**src/rtl/alu_seq_pkg.sv**
```systemverilog
// alu_seq_pkg -- shared definitions for the alu_seq ALU.
//   ALU2_OPID_WIDTH : width of the op_id operation code
//   op_e            : opcode constants 0..15
//   state_e         : handshake FSM state encodings
package alu_seq_pkg;

  localparam int ALU2_OPID_WIDTH = 4;

  typedef enum logic [ALU2_OPID_WIDTH-1:0] {
    OP_AND  = 4'd0,
    OP_OR   = 4'd1,
    OP_XOR  = 4'd2,
    OP_TEST = 4'd3,
    OP_NEG  = 4'd4,
    OP_ADD  = 4'd5,
    OP_ADC  = 4'd6,
    OP_SUB  = 4'd7,
    OP_SBC  = 4'd8,
    OP_CMP  = 4'd9,
    OP_SHL  = 4'd10,
    OP_SHR  = 4'd11,
    OP_RLC  = 4'd12,
    OP_RRC  = 4'd13,
    OP_MUL  = 4'd14,
    OP_DIV  = 4'd15
  } op_e;

  typedef enum logic [1:0] {
    ST_IDLE = 2'd0,
    ST_MUL  = 2'd1,
    ST_DIV  = 2'd2,
    ST_DONE = 2'd3
  } state_e;

endpackage

```
**src/rtl/alu_muldiv.sv**
```systemverilog
// alu_muldiv -- iterative unsigned multiply (shift-add) / divide (restoring).
// Built only when ALU_MULDIV_EN is defined.
//   clk, reset   : clock, asynchronous active-high reset
//   start        : load a/b and perform the first step (ignored while busy)
//   is_div       : 1 = divide, 0 = multiply
//   a, b         : operands
//   busy         : iteration in progress
//   done         : the final step happens at the coming clock edge
//   lo, hi       : MUL {hi,lo} = a*b ; DIV lo = quotient, hi = remainder
`ifdef ALU_MULDIV_EN
module alu_muldiv #(
  parameter int BITS = 16
) (
  input  logic            clk,
  input  logic            reset,
  input  logic            start,
  input  logic            is_div,
  input  logic [BITS-1:0] a,
  input  logic [BITS-1:0] b,
  output logic            busy,
  output logic            done,
  output logic [BITS-1:0] lo,
  output logic [BITS-1:0] hi
);

  localparam int CW = $clog2(BITS) + 1;

  logic [CW-1:0]   cnt_q, cnt_d;
  logic            busy_q, busy_d, div_q, div_d;
  logic [BITS-1:0] hi_q, hi_d, lo_q, lo_d, b_q, b_d;
  logic            load, src_div;
  logic [BITS-1:0] src_hi, src_lo, src_b, hi_step, lo_step;
  logic [BITS:0]   sum, part, diff;

  always_comb begin
    load    = start && !busy_q;
    // On the load cycle the first step runs on the fresh operands, so a full
    // operation takes the load edge plus BITS-1 further edges.
    src_hi  = load ? '0 : hi_q;
    src_lo  = load ? a : lo_q;
    src_b   = load ? b : b_q;
    src_div = load ? is_div : div_q;

    sum  = {1'b0, src_hi} + (src_lo[0] ? {1'b0, src_b} : '0);
    part = {src_hi, src_lo[BITS-1]};
    diff = part - {1'b0, src_b};

    if (src_div) begin
      // diff[BITS] set means the trial subtraction borrowed: restore.
      hi_step = diff[BITS] ? part[BITS-1:0] : diff[BITS-1:0];
      lo_step = {src_lo[BITS-2:0], ~diff[BITS]};
    end else begin
      hi_step = sum[BITS:1];
      lo_step = {sum[0], src_lo[BITS-1:1]};
    end

    busy_d = busy_q;
    cnt_d  = cnt_q;
    hi_d   = hi_q;
    lo_d   = lo_q;
    b_d    = b_q;
    div_d  = div_q;
    if (load) begin
      busy_d = 1'b1;
      cnt_d  = CW'(BITS - 1);   // steps still to do after this one
      hi_d   = hi_step;
      lo_d   = lo_step;
      b_d    = b;
      div_d  = is_div;
    end else if (busy_q) begin
      hi_d  = hi_step;
      lo_d  = lo_step;
      cnt_d = cnt_q - CW'(1);
      if (cnt_q == CW'(1)) busy_d = 1'b0;
    end
  end

  always_ff @(posedge clk or posedge reset) begin
    if (reset) begin
      busy_q <= 1'b0;
      cnt_q  <= '0;
      hi_q   <= '0;
      lo_q   <= '0;
      b_q    <= '0;
      div_q  <= 1'b0;
    end else begin
      busy_q <= busy_d;
      cnt_q  <= cnt_d;
      hi_q   <= hi_d;
      lo_q   <= lo_d;
      b_q    <= b_d;
      div_q  <= div_d;
    end
  end

  assign busy = busy_q;
  assign done = busy_q && (cnt_q == CW'(1));
  assign lo   = lo_q;
  assign hi   = hi_q;

endmodule
`endif

```
**src/rtl/alu_seq.sv**
```systemverilog
// alu_seq -- sequential integer ALU with start/ready/valid handshake.
// Optional MUL/DIV via alu_muldiv when ALU_MULDIV_EN is defined; otherwise
// those opcodes act as NOP and ready never drops.
//   clk, reset : clock, asynchronous active-high reset
//   start      : request, accepted only while ready=1
//   op_id      : operation code (alu_seq_pkg::op_e)
//   op1, op2   : operands
//   ready      : idle and able to accept start
//   valid      : one-cycle pulse when out/out_hi/flags were updated
//   out,out_hi : result / MUL high half or DIV remainder (0 otherwise)
//   z,n,c,v    : zero, negative, carry/borrow, overflow/div-by-zero flags
module alu_seq
  import alu_seq_pkg::*;
#(
  parameter  int BITS = 16,
  localparam int SHW  = $clog2(BITS)
) (
  input  logic                       clk,
  input  logic                       reset,
  input  logic                       start,
  input  logic [ALU2_OPID_WIDTH-1:0] op_id,
  input  logic [BITS-1:0]            op1,
  input  logic [BITS-1:0]            op2,
  output logic                       ready,
  output logic                       valid,
  output logic [BITS-1:0]            out,
  output logic [BITS-1:0]            out_hi,
  output logic                       z,
  output logic                       n,
  output logic                       c,
  output logic                       v
);

  localparam int              M        = BITS - 1;
  localparam logic [BITS-1:0] MIN_NEG  = {1'b1, {(BITS-1){1'b0}}};
  localparam logic [BITS-1:0] BITS_VAL = BITS'(BITS);

  state_e          state_q, state_d;
  logic [BITS-1:0] out_q, out_d, out_hi_q, out_hi_d;
  logic            z_q, z_d, n_q, n_d, c_q, c_d, v_q, v_d, valid_q, valid_d;

  logic [BITS:0]   ext;
  logic [BITS-1:0] res;
  logic            res_c, res_v, upd, keep_out;
  logic [SHW-1:0]  sh_amt;
  logic            sh_big, sh_eq;

  assign sh_amt = op2[SHW-1:0];
  assign sh_big = |op2[BITS-1:SHW];
  assign sh_eq  = (op2 == BITS_VAL);

`ifdef ALU_MULDIV_EN
  logic            md_start, md_busy, md_done, op_div_q, op_div_d;
  logic [BITS-1:0] md_lo, md_hi;

  alu_muldiv #(.BITS(BITS)) u_muldiv (
    .clk    (clk),
    .reset  (reset),
    .start  (md_start),
    .is_div (op_div_d),
    .a      (op1),
    .b      (op2),
    .busy   (md_busy),
    .done   (md_done),
    .lo     (md_lo),
    .hi     (md_hi)
  );
`endif

  always_comb begin
    state_d  = state_q;
    out_d    = out_q;
    out_hi_d = out_hi_q;
    z_d      = z_q;
    n_d      = n_q;
    c_d      = c_q;
    v_d      = v_q;
    valid_d  = 1'b0;
    ext      = '0;
    res      = out_q;
    res_c    = c_q;
    res_v    = 1'b0;
    upd      = 1'b0;
    keep_out = 1'b0;
`ifdef ALU_MULDIV_EN
    md_start = 1'b0;
    op_div_d = op_div_q;
`endif
    case (state_q)
      ST_IDLE: begin
        if (start) begin
          valid_d = 1'b1;
          upd     = 1'b1;
          case (op_id)
            OP_AND:  res = op1 & op2;
            OP_OR:   res = op1 | op2;
            OP_XOR:  res = op1 ^ op2;
            OP_TEST: begin
              res      = op1 & op2;
              keep_out = 1'b1;
            end
            OP_NEG: begin
              res   = '0 - op1;
              res_c = |op1;
              res_v = (op1 == MIN_NEG);
            end
            OP_ADD, OP_ADC: begin
              ext   = {1'b0, op1} + {1'b0, op2}
                    + {{BITS{1'b0}}, (op_id == OP_ADC) & c_q};
              res   = ext[BITS-1:0];
              res_c = ext[BITS];
              res_v = (op1[M] == op2[M]) && (res[M] != op1[M]);
            end
            OP_SUB, OP_SBC, OP_CMP: begin
              // ext[BITS] is the borrow out of the subtraction.
              ext      = {1'b0, op1} - {1'b0, op2}
                       - {{BITS{1'b0}}, (op_id == OP_SBC) & c_q};
              res      = ext[BITS-1:0];
              res_c    = ext[BITS];
              res_v    = (op1[M] != op2[M]) && (res[M] != op1[M]);
              keep_out = (op_id == OP_CMP);
            end
            OP_SHL: begin
              // One spare bit above the word catches the last bit shifted out.
              ext   = {1'b0, op1} << sh_amt;
              res   = ext[BITS-1:0];
              res_c = ext[BITS];
              if (sh_big) begin
                res   = '0;
                res_c = sh_eq & op1[0];
              end
            end
            OP_SHR: begin
              ext   = {op1, 1'b0} >> sh_amt;
              res   = ext[BITS:1];
              res_c = ext[0];
              if (sh_big) begin
                res   = '0;
                res_c = sh_eq & op1[M];
              end
            end
            OP_RLC: begin
              res   = {op1[BITS-2:0], c_q};
              res_c = op1[M];
            end
            OP_RRC: begin
              res   = {c_q, op1[BITS-1:1]};
              res_c = op1[0];
            end
`ifdef ALU_MULDIV_EN
            OP_MUL: begin
              upd      = 1'b0;
              valid_d  = 1'b0;
              md_start = 1'b1;
              op_div_d = 1'b0;
              state_d  = ST_MUL;
            end
            OP_DIV: begin
              upd = 1'b0;
              if (op2 == '0) begin
                // Divide by zero completes immediately.
                out_d    = '1;
                out_hi_d = op1;
                z_d      = 1'b0;
                n_d      = 1'b1;
                v_d      = 1'b1;
              end else begin
                valid_d  = 1'b0;
                md_start = 1'b1;
                op_div_d = 1'b1;
                state_d  = ST_DIV;
              end
            end
`endif
            default: upd = 1'b0;   // NOP: valid pulses, everything holds
          endcase
          if (upd) begin
            if (!keep_out) out_d = res;
            out_hi_d = '0;
            z_d      = (res == '0);
            n_d      = res[M];
            c_d      = res_c;
            v_d      = res_v;
          end
        end
      end
`ifdef ALU_MULDIV_EN
      ST_MUL, ST_DIV: begin
        if (md_done)       state_d = ST_DONE;
        else if (!md_busy) state_d = ST_IDLE;  // datapath lost its operation
      end
      ST_DONE: begin
        valid_d  = 1'b1;
        state_d  = ST_IDLE;
        out_d    = md_lo;
        out_hi_d = md_hi;
        z_d      = (md_lo == '0);
        n_d      = md_lo[M];
        v_d      = 1'b0;
        if (!op_div_q) c_d = |md_hi;
      end
`endif
      default: state_d = ST_IDLE;
    endcase
  end

  always_ff @(posedge clk or posedge reset) begin
    if (reset) begin
      state_q  <= ST_IDLE;
      out_q    <= '0;
      out_hi_q <= '0;
      z_q      <= 1'b1;
      n_q      <= 1'b0;
      c_q      <= 1'b0;
      v_q      <= 1'b0;
      valid_q  <= 1'b0;
`ifdef ALU_MULDIV_EN
      op_div_q <= 1'b0;
`endif
    end else begin
      state_q  <= state_d;
      out_q    <= out_d;
      out_hi_q <= out_hi_d;
      z_q      <= z_d;
      n_q      <= n_d;
      c_q      <= c_d;
      v_q      <= v_d;
      valid_q  <= valid_d;
`ifdef ALU_MULDIV_EN
      op_div_q <= op_div_d;
`endif
    end
  end

  assign ready  = (state_q == ST_IDLE);
  assign valid  = valid_q;
  assign out    = out_q;
  assign out_hi = out_hi_q;
  assign z      = z_q;
  assign n      = n_q;
  assign c      = c_q;
  assign v      = v_q;

endmodule

```
**config.mk**
```make
export PLATFORM = sky130hd
export DESIGN_NAME = alu_seq
export DESIGN_NICKNAME = d
export VERILOG_FILES = /design/src/rtl/alu_seq_pkg.sv /design/src/rtl/alu_muldiv.sv /design/src/rtl/alu_seq.sv
export SDC_FILE = /design/constraint.sdc
export NUM_CORES = 1
export LEC_CHECK = 0
export ABC_CLOCK_PERIOD_IN_PS = 4200
export BUFFER_PORTS_ARGS = -buffer_cell sky130_fd_sc_hd__buf_2
export CAP_MARGIN = 15
export CORE_ASPECT_RATIO = 1.75
export CORE_MARGIN = 2
export CORE_UTILIZATION = 62
export CTS_BUF_LIST = sky130_fd_sc_hd__clkbuf_4
export DETAILED_ROUTE_END_ITERATION = 8
export PLACE_DENSITY = 0.84
export SKIP_CTS_REPAIR_TIMING = 1
export SLEW_MARGIN = 10
export SYNTH_ARGS = -nofsm -noshare
export SYNTH_HDL_FRONTEND = slang
export SYNTH_SLANG_ARGS = --single-unit
```
**constraint.sdc**
```tcl
create_clock -name clk -period 4.2 [get_ports clk]
set_clock_uncertainty 0.1 [all_clocks]
set_input_delay 0 -clock clk [delete_from_list [all_inputs] [get_ports clk]]
set_output_delay 0 -clock clk [all_outputs]
set_load 0.005 [all_outputs]
```
==> results of run 1 <==
[through the flow]
step	instances	utilization, %
3_3_place_gp	1039	66.8
4_1_cts	1043	67.1
3_5_place_dp	1039	66.8
2_1_floorplan	901	-
[per-layer routing]
layer  GRT usage, %  overflow
met5              0         0
met4           51.2         0
met3           28.2         0
met2           77.5         1
met1           57.8         0
[cells in the mapped netlist (17+ instances only)]
| cell | instances |
|---|---|
| sky130_fd_sc_hd__xnor2_1 | 23 |
| sky130_fd_sc_hd__inv_1 | 53 |
| sky130_fd_sc_hd__buf_4 | 17 |
| sky130_fd_sc_hd__a21oi_1 | 41 |
| sky130_fd_sc_hd__ha_1 | 64 |
| sky130_fd_sc_hd__nor3_1 | 26 |
| sky130_fd_sc_hd__nor2_1 | 54 |
| sky130_fd_sc_hd__mux2i_1 | 31 |
| sky130_fd_sc_hd__a21o_1 | 21 |
| sky130_fd_sc_hd__mux4_2 | 18 |
| sky130_fd_sc_hd__o211ai_1 | 18 |
| sky130_fd_sc_hd__o21ai_0 | 35 |
| sky130_fd_sc_hd__clkbuf_1 | 55 |
| sky130_fd_sc_hd__nand2_1 | 73 |
| sky130_fd_sc_hd__nand3_1 | 26 |
| sky130_fd_sc_hd__mux2_2 | 25 |
| sky130_fd_sc_hd__dfrtp_1 | 20 |
[cells by family after synthesis]
family | Yosys count | share of synthesized area (%)
compound gates | 272 | 29.0
xor+xnor | 38 | 5.00
fa+ha+maj | 68 | 13.2
buf+inv | 150 | 9.93
flops | 21 | 7.91
mux | 77 | 15.5
other cells | 2 | 0.113
simple gates | 258 | 19.4
==> flow_metrics.tcl, run 1 <==
set metrics [dict create \
    run_status "aborted with a tool error" \
    flow.stopped_at "global routing (5_1_grt)" \
    toolErrorMsg "[ERROR GRT-0116] Global routing finished with congestion. Check the congestion regions in the DRC Viewer." \
    syn-cell-area_mm2 0.00666 \
    synth_enable_flop_cells 0 \
    post_dp_cell_area_mm2 0.00707 \
    cts_htree_levels 1 \
    routability_cong 1.10 \
    die_x_um 82.4 \
    dp_slack_ps 85.1 \
    dp.final_hpwl_um 21900 \
    clockRootBuffer "sky130_fd_sc_hd__clkbuf_4" \
    fp.dieH_um 141 \
    gr-total-overflow 1 \
    synth_largest_area_cell "sky130_fd_sc_hd__ha_1" \
    placement.io_buffers 59 \
    yosysUniqueCellTypes 80 \
    number_of_global_route_vias_before_repair 8108 \
    clockBufferDepth 2 \
    asyncSetResetFlopFracSynth_pct 100 \
    grt_pass1_wl_um 47200 \
    std_cell_rows 50 \
    yosysWarnings 0 \
    cts_inserted_buffers 3 \
    overall_track_demand_over_capacity_in_global_routing_pct 55.3 \
    synth.area.top_cells "sky130_fd_sc_hd__ha_1 12%, sky130_fd_sc_hd__dfrtp_1 7.5%, sky130_fd_sc_hd__mux4_2 6.1%" \
    ys.flop_type "sky130_fd_sc_hd__dfrtp_1" \
    boundaryPins 77 \
    synth.yosys.seq_area_share_pct 7.91 \
    netlist.area_leader.share_pct 12.0 \
    cts.sink_count 21 \
    post_synth.cell_area_avg_um2 7.52 \
    synth_cells 886 \
    floorplan.initialDensity_pct 63.0 \
    maximum_number_of_pins_on_one_net_before_global_route_repair 53 \
    synth_seq_cells 21 \
]
==> run 2: changes to the inputs <==
Settings changed: CORE_ASPECT_RATIO 1.75 to not set, CORE_UTILIZATION 62 to 40, CTS_BUF_LIST sky130_fd_sc_hd__clkbuf_4 to not set, PLACE_DENSITY 0.84 to not set, PLACE_DENSITY_LB_ADDON set to 0.15.
==> run 2 against run 1 <==
The run now ends clean; synthesized area stayed put; synthesized cell count is the same.
==> flow_metrics.tcl, run 2 <==
set metrics [dict create \
    run_status "finished clean" \
    reg2reg_from "c" \
    multi_input_area_mm2 0.00553 \
    grtUsageMet1_pct 42.3 \
    power.ir.vdd_worst_mv 0.169 \
    use_met3_pct 4.83 \
    n_fill_cell 1701 \
    route.detailed.drc 0 \
    synth.area.top_cells "sky130_fd_sc_hd__ha_1 12%, sky130_fd_sc_hd__dfrtp_1 7.5%, sky130_fd_sc_hd__mux4_2 6.1%" \
    worst_r2r_endpoint "z" \
    total_switching_power_uw 705 \
    flip_flop_count_of_the_largest_register_after_layout 16 \
    synth_seq_cells 21 \
    postRouteAntennaNets 0 \
    leakage_uw 0.00315 \
    clockBufferDepth 2 \
    placement.io_buffers 59 \
    route.vias.total 7394 \
    synth_largest_area_cell "sky130_fd_sc_hd__ha_1" \
    yosysWarnings 0 \
    post_drt_wl_per_cell_um 24.4 \
    ys.flop_type "sky130_fd_sc_hd__dfrtp_1" \
    post_drt_via_cell_ratio 6.51 \
    gr-total-overflow 0 \
    critical_path.startpoint_type "flip-flop" \
    clockPowerShare_pct 14.0 \
    dp.final_hpwl_um 21500 \
    synth.cells.most_frequent "73 x sky130_fd_sc_hd__nand2_1, 64 x sky130_fd_sc_hd__ha_1, 55 x sky130_fd_sc_hd__clkbuf_1" \
    antenna_found_initial 0 \
    most-common-layout-cells "73 x sky130_fd_sc_hd__nand2_1, 64 x sky130_fd_sc_hd__ha_1, 59 x sky130_fd_sc_hd__buf_2, 54 x sky130_fd_sc_hd__nor2_1, 53 x sky130_fd_sc_hd__inv_1" \
    critPathRequiredTime_ps 4280 \
    worst_hold_path.num_cells 4 \
    route.final.wire_length_um 27700 \
    worstPathMaxFanout 5 \
    boundaryPins 77 \
    grt_most_used_layer "met2" \
    num-nets-final 1024 \
    syn-cell-area_mm2 0.00666 \
    max_cap_violations 0 \
    clockRootBuffer "sky130_fd_sc_hd__clkbuf_16" \
    std_cell_rows 47 \
    post-route-min-period_ps 4000 \
    drt_first_pass_iters 7 \
    internal_power_uw 784 \
    synth_enable_flop_cells 0 \
    p_seq_share_pct 18.9 \
    share_comb_of_total_power_pct 67.1 \
    cts_htree_levels 1 \
    post_synth.cell_area_avg_um2 7.52 \
    dp_slack_ps 265 \
    r2r_setup_slack_ps 200 \
    cp.arrival_ps 4080 \
    fin_tns_setup_ps 0 \
    cts_tree "yes" \
    design.die.area_mm2 0.0177 \
    holdCritPathClass "in2reg" \
    switching_share_pct 47.3 \
    cts_inserted_buffers 3 \
    number_of_global_route_vias_before_repair 6870 \
    terminating_pin_of_the_worst_hold_path "v" \
    layout-drive-gt1-share_pct 17.7 \
    cellPowerDensity_mw_per_mm2 205 \
    clock_insertion_delay_worst_skew_ps 260 \
    worstSetupEndpointType "flip-flop" \
    overall_track_demand_over_capacity_in_global_routing_pct 30.8 \
    layout.cells.most_common "sky130_fd_sc_hd__nand2_1" \
    timing.final.hold_violations 0 \
    clk_pin_slew_worst_paths_ps 60 \
    fmax_mhz 250 \
    maximum_number_of_pins_on_one_net_before_global_route_repair 68 \
    regArea_um2 527 \
    timing.final.ws_setup_ps 202 \
    grt_pass1_wl_um 42000 \
    asyncSetResetFlopFracSynth_pct 100 \
    synth_cells 886 \
    yosys.cell_count.top_type "sky130_fd_sc_hd__nand2_1" \
    antennaDiodeCount 0 \
    first_iter_violations 866 \
    die_x_um 133 \
    cts.sink_count 21 \
    worstHoldStart "op_id[3]" \
    synth.yosys.seq_area_share_pct 7.91 \
    fp.dieH_um 133 \
    met2_usage_pct 48.8 \
    tightestPinTransition_ps 1000 \
    netlist.area_leader.share_pct 12.0 \
    max_slew_margin_pct 32.8 \
    reg2reg_depth 14 \
    grt_setup_unrepaired "false" \
    report.final.slew_viol_count 0 \
    yosysUniqueCellTypes 80 \
    period_utilisation_layout_pct 95.2 \
    routability_cong 1.03 \
    floorplan.initialDensity_pct 40.6 \
    design.core.area_mm2 0.0164 \
    syn2layout_area_growth_pct 9.09 \
    setup_viol_count_final 0 \
    setup.worst_path.class "reg2reg" \
]
## run 2: worst max-delay path by stage
stage               startpoint  end  slack, ps  cells after the start
floorplan             op_id[1]    z         30                     17
CTS                          c    z        240                     14
global route                 c    z         30                     14
global placement             c    z        300                     14
finish                       c    z        200                     14
detailed placement           c    z        270                     14
## run 2: power by group through the flow
| stage | Clock, µW | Combinational [µW] | Sequential (µW) |
|---|---|---|---|
| after floorplan | 0 | 652 | 283 |
| after global placement | 0 | 975 | 284 |
| after detailed placement | 0 | 971 | 285 |
| after CTS | 214 | 976 | 282 |
| after global routing | 222 | 1070 | 289 |
| final | 208 | 999 | 281 |
## run 2: critical path, stage by stage, from the launching register on
cell and delay (ps):
sky130_fd_sc_hd__dfrtp_1 350, sky130_fd_sc_hd__buf_4 150, sky130_fd_sc_hd__nand4b_1 130, sky130_fd_sc_hd__fa_1 440, sky130_fd_sc_hd__fa_1 430, sky130_fd_sc_hd__nor2b_1 230, sky130_fd_sc_hd__o2111ai_1 180, sky130_fd_sc_hd__a21oi_1 310
sky130_fd_sc_hd__o41a_1 200, sky130_fd_sc_hd__xnor2_1 120, sky130_fd_sc_hd__o211ai_1 100, sky130_fd_sc_hd__a21o_1 190, sky130_fd_sc_hd__or4_1 500, sky130_fd_sc_hd__or3_1 320, sky130_fd_sc_hd__o31ai_2 180
## run 2: cells by family (layout without fill, tap and decap cells)
logic type,count (synthesis),in the layout,synth area share (%)
other cells,2,17,0.113
flops,21,21,7.91
xor+xnor,38,38,5.00
compound gates,272,272,29.0
buf+inv,150,165,9.93
fa+ha+maj,68,68,13.2
mux,77,77,15.5
simple gates,258,258,19.4
## run 2: routing by layer
| metal | share of wire [%] | vias up | wire [µm] |
|---|---|---|---|
| li1 | - | 3332 | - |
| met1 | 42 | 3545 | 11800 |
| met2 | 45 | 450 | 12400 |
| met3 | 9.0 | 67 | 2500 |
| met4 | 3.6 | 0 | 1010 |
| met5 | 0 | - | 0 |
## run 2: cell type report
| class | count | area share, % |
|---|---|---|
| repair buffers | 105 | 8.88 |
| inverters | 56 | 2.89 |
| well taps | 220 | 3.79 |
| clock inverters | 1 | 0.0689 |
| clock buffers | 3 | 1.03 |
| flip-flops and latches | 21 | 7.25 |
| multi-input cells | 730 | 76.1 |
## run 2: stage by stage
stage	hold WS, ps	total power, µW	utilization, %	area [µm²]	cells
2_1_floorplan	-124	935	-	6720	901
3_3_place_gp	108	1260	43.7	7170	1130
3_5_place_dp	113	1260	43.7	7170	1130
4_1_cts	-166	1470	44.2	7250	1134
5_1_grt	317	1590	44.3	7270	1136
6_report	289	1490	44.3	7270	1136
No activity file was read; power rests on OpenSTA's default activity.
==> run 3: changes to the inputs <==
Settings changed: BUFFER_PORTS_ARGS -buffer_cell sky130_fd_sc_hd__buf_2 to -buffer_cell sky130_fd_sc_hd__buf_4.
==> run 3 against run 2 <==
Combinational power about the same; non-clock buffer count decreased by 7; sequential cell count unchanged; setup slack got worse by 3.0 ps; cell count decreased by 0.62%; via count decreased by 0.89%; sequential power increased by 2%; sequential share of layout area decreased by 0.11 points; worst hold slack got worse by 47 ps; clock power about the same; core utilization increased by 0.66 points; global-route usage about the same.
==> flow_metrics.tcl, run 3 (synthesis gave the netlist of run 2 again) <==
set metrics [dict create \
    run_status "finished clean" \
    syn2layout_area_growth_pct 10.7 \
    timing.critical_path.slowest_cell_delay_ps 500 \
    cts_inserted_buffers 3 \
    clock_insertion_delay_worst_skew_ps 260 \
    fin_tns_setup_ps 0 \
    timing.final.hold_violations 0 \
    route.vias.total 7328 \
    fp.dieH_um 133 \
    layout.cells.most_common "sky130_fd_sc_hd__buf_4" \
    critical_path.most_common_cell "sky130_fd_sc_hd__fa_1" \
    max_slew_margin_pct 35.1 \
    post-route-min-period_ps 4000 \
    flip_flop_count_of_the_largest_register_after_layout 16 \
    tightestPinTransition_ps 965 \
    die_x_um 133 \
    holdCritPathClass "in2reg" \
    post_drt_wl_per_cell_um 24.1 \
    maximum_number_of_pins_on_one_net_before_global_route_repair 53 \
    post_drt_via_cell_ratio 6.49 \
    grt_pass1_wl_um 42400 \
    design.core.area_mm2 0.0164 \
    cp.arrival_ps 4080 \
    cts_htree_levels 1 \
    layout-drive-gt1-share_pct 17.1 \
    placement.io_buffers 59 \
    overall_track_demand_over_capacity_in_global_routing_pct 30.7 \
    worstPathMaxFanout 4 \
    period_utilisation_layout_pct 95.3 \
    route.final.wire_length_um 27200 \
    boundaryPins 77 \
    critPathRequiredTime_ps 4280 \
    antennaDiodeCount 0 \
    first_iter_violations 1262 \
    cellPowerDensity_mw_per_mm2 206 \
    post-place-cells 1123 \
    floorplan.initialDensity_pct 40.6 \
    multi_input_area_mm2 0.00553 \
    power.ir.vdd_worst_mv 0.155 \
    cts.sink_count 21 \
    worstSetupEndpointType "flip-flop" \
    design.die.area_mm2 0.0177 \
    number_of_global_route_vias_before_repair 6889 \
    regArea_um2 527 \
    antenna_found_initial 0 \
    route.detailed.drc 0 \
    cell_by_cell_listing_of_the_critical_path "nand4b_1 -> fa_1 -> fa_1 -> nor2b_1 -> o2111ai_1 -> a21oi_1 -> o41a_1 -> xnor2_1 -> o211ai_1 -> a21o_1 -> or4_1 -> or3_1 -> o31ai_2" \
    gr-total-overflow 0 \
    drt_first_pass_iters 9 \
    report.final.slew_viol_count 0 \
    most-common-layout-cells "95 x sky130_fd_sc_hd__buf_4, 73 x sky130_fd_sc_hd__nand2_1, 64 x sky130_fd_sc_hd__ha_1, 54 x sky130_fd_sc_hd__nor2_1, 53 x sky130_fd_sc_hd__inv_1" \
    std_cell_rows 47 \
    slowest_stage "sky130_fd_sc_hd__or4_1" \
    n_fill_cell 1682 \
    grt_setup_unrepaired "false" \
    postRouteAntennaNets 0 \
    max_cap_violations 0 \
    clockBufferDepth 2 \
    fmax_mhz 250 \
    cts_tree "yes" \
    clk_pin_slew_worst_paths_ps 60 \
    final_cell_count_no_fill 1129 \
    dp.final_hpwl_um 20900 \
    setup.worst_path.class "reg2reg" \
    leakage_uw 0.00317 \
    num-nets-final 1017 \
    routability_cong 1.03 \
    critical_path.startpoint_type "flip-flop" \
    clockRootBuffer "sky130_fd_sc_hd__clkbuf_16" \
    setup_viol_count_final 0 \
]
## run 3: cell count changes in the layout (fill, tap and decap cells not counted)
cell	change
sky130_fd_sc_hd__buf_2	-59
sky130_fd_sc_hd__buf_4	+51
sky130_fd_sc_hd__buf_12	+1
## run 3: per-stage QoR
step	setup slack, ps	hold slack, ps	instance area (µm²)	total power, µW	utilization, %
2_1_floorplan	29.2	-124	6720	935	-
3_3_place_gp	377	68.5	7280	1290	44.3
3_5_place_dp	279	65.9	7280	1280	44.3
4_1_cts	264	-206	7360	1500	44.8
5_1_grt	41.4	257	7380	1620	45.0
6_report	199	242	7380	1520	45.0
## run 3: worst paths after layout
| check | to | start | depth (start not counted) | slack (ps) |
|---|---|---|---|---|
| max | z | c | 13 | 200 |
| min | v | op1[15] | 3 | 240 |
| max reg2reg | z | c | 13 | 200 |
| min reg2reg | z | z | 2 | 390 |
| max in group asynchronous | out[8] | reset | 3 | 3140 |
| min in group asynchronous | out[1] | reset | 3 | 360 |
## run 3: report_power, final
part	internal, µW	switching, µW
registers	248	37.6
clock network	128	79.8
logic	438	587
## run 3: area by class of cell
type | count | share of cell area [%]
multi-input combinational | 730 | 75.0
clock inverter | 1 | 0.0679
inverter | 56 | 2.85
timing repair buffer | 98 | 10.2
clock buffer | 3 | 1.02
tap | 220 | 3.73
sequential | 21 | 7.14
## run 3: metal layers
metal / vias up / track usage [%] / part of all wire [%]
met5: - / 0 / 0
met3: 90 / 4.44 / 9.5
met1: 3460 / 43.0 / 42
met4: 0 / 12.1 / 4.5
li1: 3320 / - / -
met2: 458 / 47.7 / 44
## run 3: worst max-delay path: cells and delay by family (launching register included)
| family | cells | cell delay, ps |
|---|---|---|
| xor gates and xnor gates | 1 | 130 |
| adders and majority gates | 2 | 870 |
| DFF | 1 | 400 |
| AOI/OAI and AO/OA | 6 | 1210 |
| and+or+nand+nor | 4 | 1210 |
